## src/rtl/muxn_pkg.sv

```systemverilog
`default_nettype none
// +----------------------------------------------------------------------+
// | Module  : muxn_pkg                                                   |
// | Purpose : Shared definitions for the N-channel stream multiplexer:   |
// |           selection-mode constants, the holding-register state type |
// |           and a ceil(log2) helper used to size channel indices.      |
// | Rev     : 1.0  initial release                                       |
// +----------------------------------------------------------------------+
package muxn_pkg;

  localparam int MODE_SEL = 0;  // explicit select input chooses the channel
  localparam int MODE_RR  = 1;  // round-robin among valid channels

  // Output holding register occupancy
  typedef enum logic [0:0] {
    ST_EMPTY = 1'b0,
    ST_FULL  = 1'b1
  } hold_state_t;

  // Index width for n channels; never narrower than one bit
  function automatic int clog2(input int n);
    int r;
    int v;
    r = 0;
    v = n - 1;
    while (v > 0) begin
      r++;
      v = v >> 1;
    end
    return (r < 1) ? 1 : r;
  endfunction

endpackage
`default_nettype wire

```

## src/rtl/rr_arb.sv

```systemverilog
`default_nettype none
// +----------------------------------------------------------------------+
// | Module  : rr_arb                                                     |
// | Purpose : N-way round-robin priority picker. The search for a        |
// |           requester starts one past the last granted index and       |
// |           wraps. The last-granted index is held here and advances    |
// |           only on an update strobe.                                  |
// | Ports   : clk, rst_n        clock, async active-low reset            |
// |           i_req[N]          request vector                           |
// |           i_update          a transfer on the current grant happened |
// |           o_grant[SELW]     granted index                            |
// |           o_gnt_valid       at least one request present             |
// | Rev     : 1.0  initial release                                       |
// +----------------------------------------------------------------------+
module rr_arb
  import muxn_pkg::*;
#(
  parameter int N    = 4,
  parameter int SELW = clog2(N)
) (
  input  logic            clk,
  input  logic            rst_n,
  input  logic [N-1:0]    i_req,
  input  logic            i_update,
  output logic [SELW-1:0] o_grant,
  output logic            o_gnt_valid
);

  logic [SELW-1:0] r_last;
  logic [SELW-1:0] w_idx;

  // Walk offsets from farthest to nearest so the requester closest after
  // r_last is the one left standing.
  always_comb begin
    o_grant     = '0;
    o_gnt_valid = 1'b0;
    w_idx       = '0;
    for (int k = N; k >= 1; k--) begin
      w_idx = SELW'((int'(r_last) + k) % N);
      if (i_req[w_idx]) begin
        o_grant     = w_idx;
        o_gnt_valid = 1'b1;
      end
    end
  end

  // Reset to N-1 so the first search after reset begins at channel 0
  always_ff @(posedge clk or negedge rst_n) begin
    if (!rst_n) begin
      r_last <= SELW'(N - 1);
    end else if (i_update && o_gnt_valid) begin
      r_last <= o_grant;
    end
  end

endmodule
`default_nettype wire

```

## src/rtl/muxn_stream.sv

```systemverilog
`default_nettype none
// +----------------------------------------------------------------------+
// | Module  : muxn_stream                                                |
// | Purpose : N-channel WIDTH-bit stream multiplexer with a registered   |
// |           output word and valid/ready handshakes on every channel.   |
// |           Channel selection is by explicit select (MODE_SEL) or      |
// |           round-robin among valid channels (MODE_RR).                |
// | Ports   : CLK, RST_N        clock, async active-low reset            |
// |           D[N*WIDTH]        channel i data at [i*WIDTH +: WIDTH]     |
// |           V[N] / R[N]       channel valid / ready (R combinational)  |
// |           S[SELW]           channel select, MODE_SEL only            |
// |           Y[WIDTH], YV, YS  registered data, valid, source index     |
// |           YR                consumer ready                           |
// | Rev     : 1.0  initial release                                       |
// +----------------------------------------------------------------------+
module muxn_stream
  import muxn_pkg::*;
#(
  parameter  int WIDTH = 8,
  parameter  int N     = 4,
  parameter  int MODE  = MODE_SEL,
  localparam int SELW  = clog2(N)
) (
  input  logic               CLK,
  input  logic               RST_N,
  input  logic [N*WIDTH-1:0] D,
  input  logic [N-1:0]       V,
  output logic [N-1:0]       R,
  input  logic [SELW-1:0]    S,
  output logic [WIDTH-1:0]   Y,
  output logic               YV,
  input  logic               YR,
  output logic [SELW-1:0]    YS
);

  hold_state_t      r_state;
  logic [WIDTH-1:0] r_y;
  logic [SELW-1:0]  r_ys;

  logic             w_accept;
  logic             w_gnt_valid;
  logic             w_xfer;
  logic [SELW-1:0]  w_grant;
  logic [WIDTH-1:0] w_data;

  assign YV = (r_state == ST_FULL);
  assign Y  = r_y;
  assign YS = r_ys;

  // Holding register can take a word when empty or being drained now
  assign w_accept = !YV || YR;

  generate
    if (MODE == MODE_RR) begin : g_rr
      logic w_unused_sel;
      assign w_unused_sel = ^S;

      rr_arb #(
        .N    (N),
        .SELW (SELW)
      ) u_rr_arb (
        .clk         (CLK),
        .rst_n       (RST_N),
        .i_req       (V),
        .i_update    (w_xfer),
        .o_grant     (w_grant),
        .o_gnt_valid (w_gnt_valid)
      );
    end else begin : g_sel
      // Compare against every legal index so an S beyond N-1 (non power
      // of two N) simply never matches.
      always_comb begin
        w_gnt_valid = 1'b0;
        for (int i = 0; i < N; i++) begin
          if (S == SELW'(i) && V[i]) begin
            w_gnt_valid = 1'b1;
          end
        end
      end
      assign w_grant = S;
    end
  endgenerate

  // Data steering and one-hot ready. R is gated by RST_N so no channel
  // sees ready while reset is held.
  always_comb begin
    w_data = '0;
    R      = '0;
    for (int i = 0; i < N; i++) begin
      if (w_grant == SELW'(i)) begin
        w_data = D[i*WIDTH +: WIDTH];
        R[i]   = RST_N && w_accept && w_gnt_valid;
      end
    end
  end

  assign w_xfer = |(V & R);

  always_ff @(posedge CLK or negedge RST_N) begin
    if (!RST_N) begin
      r_state <= ST_EMPTY;
      r_y     <= '0;
      r_ys    <= '0;
    end else begin
      case (r_state)
        ST_EMPTY: begin
          if (w_xfer) begin
            r_y     <= w_data;
            r_ys    <= w_grant;
            r_state <= ST_FULL;
          end
        end
        ST_FULL: begin
          // A simultaneous drain and load keeps the register full
          if (w_xfer) begin
            r_y     <= w_data;
            r_ys    <= w_grant;
          end else if (YR) begin
            r_state <= ST_EMPTY;
          end
        end
        default: r_state <= ST_EMPTY;
      endcase
    end
  end

endmodule
`default_nettype wire

```

## config.mk

```make
export PLATFORM = sky130hd
export DESIGN_NAME = muxn_stream
export DESIGN_NICKNAME = d
export VERILOG_FILES = /design/src/rtl/muxn_pkg.sv /design/src/rtl/rr_arb.sv /design/src/rtl/muxn_stream.sv
export SDC_FILE = /design/constraint.sdc
export NUM_CORES = 1
export LEC_CHECK = 0
export ABC_AREA = 0
export CORE_MARGIN = 1
export CORE_UTILIZATION = 33
export CTS_CLUSTER_DIAMETER = 50
export CTS_CLUSTER_SIZE = 30
export DETAILED_ROUTE_END_ITERATION = 6
export GPL_TIMING_DRIVEN = 0
export PLACE_DENSITY = 0.83
export SLEW_MARGIN = 20
export SYNTH_ARGS = -nofsm -noshare
export SYNTH_HDL_FRONTEND = slang
export SYNTH_HIERARCHICAL = 1
export SYNTH_SLANG_ARGS = --single-unit
export TNS_END_PERCENT = 20
```

## constraint.sdc

```tcl
create_clock -name CLK -period 1.4 [get_ports CLK]
set_input_delay 0.28 -clock CLK [delete_from_list [all_inputs] [get_ports CLK]]
set_output_delay 0.28 -clock CLK [all_outputs]
set_load 0.02 [all_outputs]
```

; Word-level counts from Yosys, hierarchy flattened
; Cells that the tools add are included.
[classes]
eq_ne = 3
muxes = 18
bitwise_logic = 2
reduce_logical = 10
[ops]
columns = cell, n
row1 = 8-bit 2-to-1 mux, 5
row2 = 1-bit 2-to-1 mux, 11
row3 = 1-bit logical AND, 6
row4 = 4-bit bitwise AND, 1
row5 = "2-bit == test, second input constant", 2
row6 = 4-bit OR reduction, 1
row7 = "2-bit by 1-bit == test with 1-bit output, second input constant", 1
row8 = 2-bit zero test, 1
row9 = 2-bit 2-to-1 mux, 1
row10 = 1-bit case mux with 2 select lines, 1
row11 = 1-bit zero test, 1
row12 = 1-bit logical OR, 1
row13 = 1-bit NOT, 1
[word_totals]
regBits = 11
inputBits = 41
out_inout_bits = 15
wordCells = 36

; Logic depth before layout (Yosys ltp)
[depth]
word_depth = 12
mapped_depth = 5
ltp_nobuf = 3

; Least setup slack after synthesis
; Ideal clock, no wire load.
[synth_path]
kind = register to output
start = register r_state, in the netlist YV
end = output R[0]
arrival_time_ns = 1.531
t_required_ns = 1.120
setup_slack_ns = -0.411
path_stages_with_launch = 4
n_path_buf = 0
path_cell_list = dfrtp_1 nand2b_1 nand2_1 nor4b_1
[synth_between]
elab_chain_len = 5
[synth_rtl]
columns = item, line_no
row1 = "start, declared", muxn_stream.sv:36  ; hold_state_t r_state;
row2 = "start signal, assigned", muxn_stream.sv:101  ; r_state <= ST_EMPTY;
row3 = "start signal, assigned", muxn_stream.sv:110  ; r_state <= ST_FULL;
row4 = "start signal, assigned", muxn_stream.sv:119  ; r_state <= ST_EMPTY;
row5 = 1-bit zero test, muxn_stream.sv:51  ; assign w_accept = !YV || YR;
row6 = 1-bit logical OR, muxn_stream.sv:51
row7 = 1-bit logical AND (2 in a row), muxn_stream.sv:92  ; R[i] = RST_N && w_accept && w_gnt_valid;
row8 = 1-bit 2-to-1 mux, muxn_stream.sv:90  ; if (w_grant == SELW'(i)) begin
row9 = "end, declared", muxn_stream.sv:28  ; output logic [N-1:0] R,
; Every way passes these cells.

; Final worst setup path
; Same ends and word-level chain as after synthesis.

==> results.cfg <==
[synth]
syn-instance-count = 49
synth_seq_cells = 11
syn-num-nets = 90
seq_area_frac_synth = 0.3642
avgSynthCellArea_um2 = 15.42
synth_area_um2 = 755.7
yosys_warnings = 6
synth_cell_types = 17

[pwr]
total_leakage_power_nw = 0.6234
power.share.sequential = 0.358
p_sw_frac = 0.3233
pwr-share-clk = 0.176
combPwrFrac = 0.466
internal-power_uw = 830.9
p_switching_uw = 397.0
power_density_mw_per_mm2 = 862.4
ir_drop_mv = 0.4198

[timing]
hold_violations = 0
worst_slack_ns = -0.1409
period_needed_ns = 1.541
rsz0062_at_grt = true
finalClockSkew_ns = 0.0009300
drv_slew = 0
worst_pin_slew_ns = 0.4851
max_slew_margin = 0.6755
timing.final.crit_share = 1.101
setup_viol = 4
max_clock_freq_mhz = 649.0
finalSetupTns_ns = -0.3711

[critical_path]
startpoint = YV$_DFF_PN0_
critPathMaxFanout = 4
ff2ff_path_depth = 5
r2r_slack_ns = 0.06
critPathKind = reg -> out
crit_path_end_kind = output port
r2r-end = Y[2]$_DFFE_PN0P_
startpoint_type = register
critPathMaxStageDelay_ns = 0.40
worstPathCellList = nand2b_4, nand2_4, nor4b_2, buf_4
slowest_stage = dfrtp_1
reg2reg_from = YV$_DFF_PN0_
arrival_ns = 1.26
crit_end = R[0]
crit_required_ns = 1.12

[clock_network]
cts.path.max_buffers = 2
cts.clk_slew.worst_paths_ns = 0.07
numCtsBuffers = 3
cts_max_level = 1
clock-sinks = 11
clock-root-buffer = clkbuf_4
cts_tree = built
clock_latency_ns = 0.27

[global_routing]
grt_max_degree = 12
grt_use_total = 0.1931
antenna_found_initial = 0
grt_overflow = 0
grt_pass1_wl_um = 3519
grt_pass1_vias = 768

[layout]
nets = 153
final_common_cell = clkdlybuf4s50_1
nFillCells = 163
fin_util = 0.6905
antenna_cells = 0
final_cell_mix = clkdlybuf4s50_1 (32), dlygate4sd2_1 (13), dfrtp_1 (11), mux4_1 (8), mux2_2 (7)
drive_gt1_frac = 0.2973
areaGrowthSynthToFinish_pct = 88.41

[routing]
final_antenna_net_count = 0
drc = 0
routed_wl_um = 2221
wire_per_inst_um = 16.09
drt_pass1_iterations = 2
avgViaCountPerCell = 5.203
drtIter0Drc = 1
vias = 718

[place]
place.gp.congestion = 0.6889
port_buffers = 54
dp_hpwl_um = 1667

[floorplan]
start_util = 0.3665
die_w_um = 49.86
die-area_mm2 = 0.002486
die_y_um = 49.86
core-area_mm2 = 0.002062
num_rows = 16
ios = 56

[run_status]
violations = setup timing
status = complete, but fails checks

[job]
max_cap_viol_count = 0

[hold_path]
hp-class = in -> reg
==> synthesized netlist by cell type (all sizes together) <==
library cell / number / area, um2
buf: 2 / 15.01
nand3: 3 / 27.53
clkbuf: 1 / 13.76
nor4b: 1 / 8.760
dfrtp: 11 / 275.3
nor3b: 1 / 7.510
mux2: 11 / 123.9
nor2: 1 / 3.750
mux4: 9 / 232.7
nand2b: 1 / 6.260
nand2: 5 / 18.77
nor3: 1 / 5.000
a22o: 1 / 8.760
a31o: 1 / 8.760
==> layout make-up <==
cell class	count	area [um2]	area share
Tap cell	27	33.78	0.02373
Multi-Input combinational cell	36	514.2	0.3612
Sequential cell	11	275.3	0.1933
Timing Repair Buffer	57	538.0	0.3779
Buffer	3	36.28	0.02548
Clock buffer	4	26.28	0.01845
==> power by group through the flow <==
stage	Sequential (mW)	Combinational (mW)	Clock (mW)
floorplan	0.546	0.175	0
global placement	0.442	0.582	0
detailed placement	0.447	0.595	0
CTS	0.439	0.567	0.222
global route	0.449	0.601	0.243
finish	0.440	0.572	0.216
==> per-layer routing <==
metal | track usage | up-vias | share of wire
met5 | 0 | - | 0
met4 | 0.08571 | 0 | 0.015
met3 | 0.04938 | 5 | 0.090
met2 | 0.3378 | 42 | 0.51
met1 | 0.2185 | 343 | 0.38
li1 | - | 328 | -
==> through the flow <==
| step | area, um2 | cells | worst slack (ns) | total power [mW] | hold WS [ns] |
|---|---|---|---|---|---|
| final | 1424 | 138 | -0.1409 | 1.228 | 0.3510 |
| after global routing | 1424 | 138 | -0.1976 | 1.294 | 0.3512 |
| after CTS | 1395 | 137 | -0.1833 | 1.228 | 0.3288 |
| after detailed placement | 1355 | 130 | -1.270 | 1.043 | 0.4938 |
| after global placement | 1355 | 130 | -1.246 | 1.024 | 0.4888 |
| after floorplan | 780.7 | 49 | -0.1326 | 0.7202 | -0.01559 |
==> state kept, by name, indices dropped and copies added, names as in the netlist <==
| register | cells |
|---|---|
| YV | 1 |
| Y | 8 |
| YS | 2 |
==> worst max-delay path, delay by kind of cell, from the launching register on <==
family,cells,cell delay (ns)
simple gates,3,0.41
buf+inv,1,0.18
flops,1,0.40
==> repair_timing <==
action,in CTS,in global routing
endpoints found under the setup margin,25,13
resized for setup,51,8
hold buffers,1,0
setup buffers,1,1
cloned,1,0
pin swaps,3,2
endpoints found under the hold margin,11,0
==> cells by family after synthesis <==
group | Yosys count | share of synthesized area
buffers and inverters | 3 | 0.03807
AO/OA/AOI/OAI | 2 | 0.02318
multiplexers | 20 | 0.4719
AND/OR/NAND/NOR | 13 | 0.1027
flip-flops | 11 | 0.3642
==> worst min-delay path by stage <==
stage	start	end	slack, ns	cells past startpoint
finish	RST_N	YV$_DFF_PN0_	0.35	3
global route	RST_N	YV$_DFF_PN0_	0.35	3
CTS	RST_N	YV$_DFF_PN0_	0.33	3
detailed placement	Y[3]$_DFFE_PN0P_	Y[3]$_DFFE_PN0P_	0.49	1
global placement	Y[3]$_DFFE_PN0P_	Y[3]$_DFFE_PN0P_	0.49	1
floorplan	RST_N	YS[0]$_DFFE_PN0P_	-0.02	0
(Power assumes the default switching activity.)
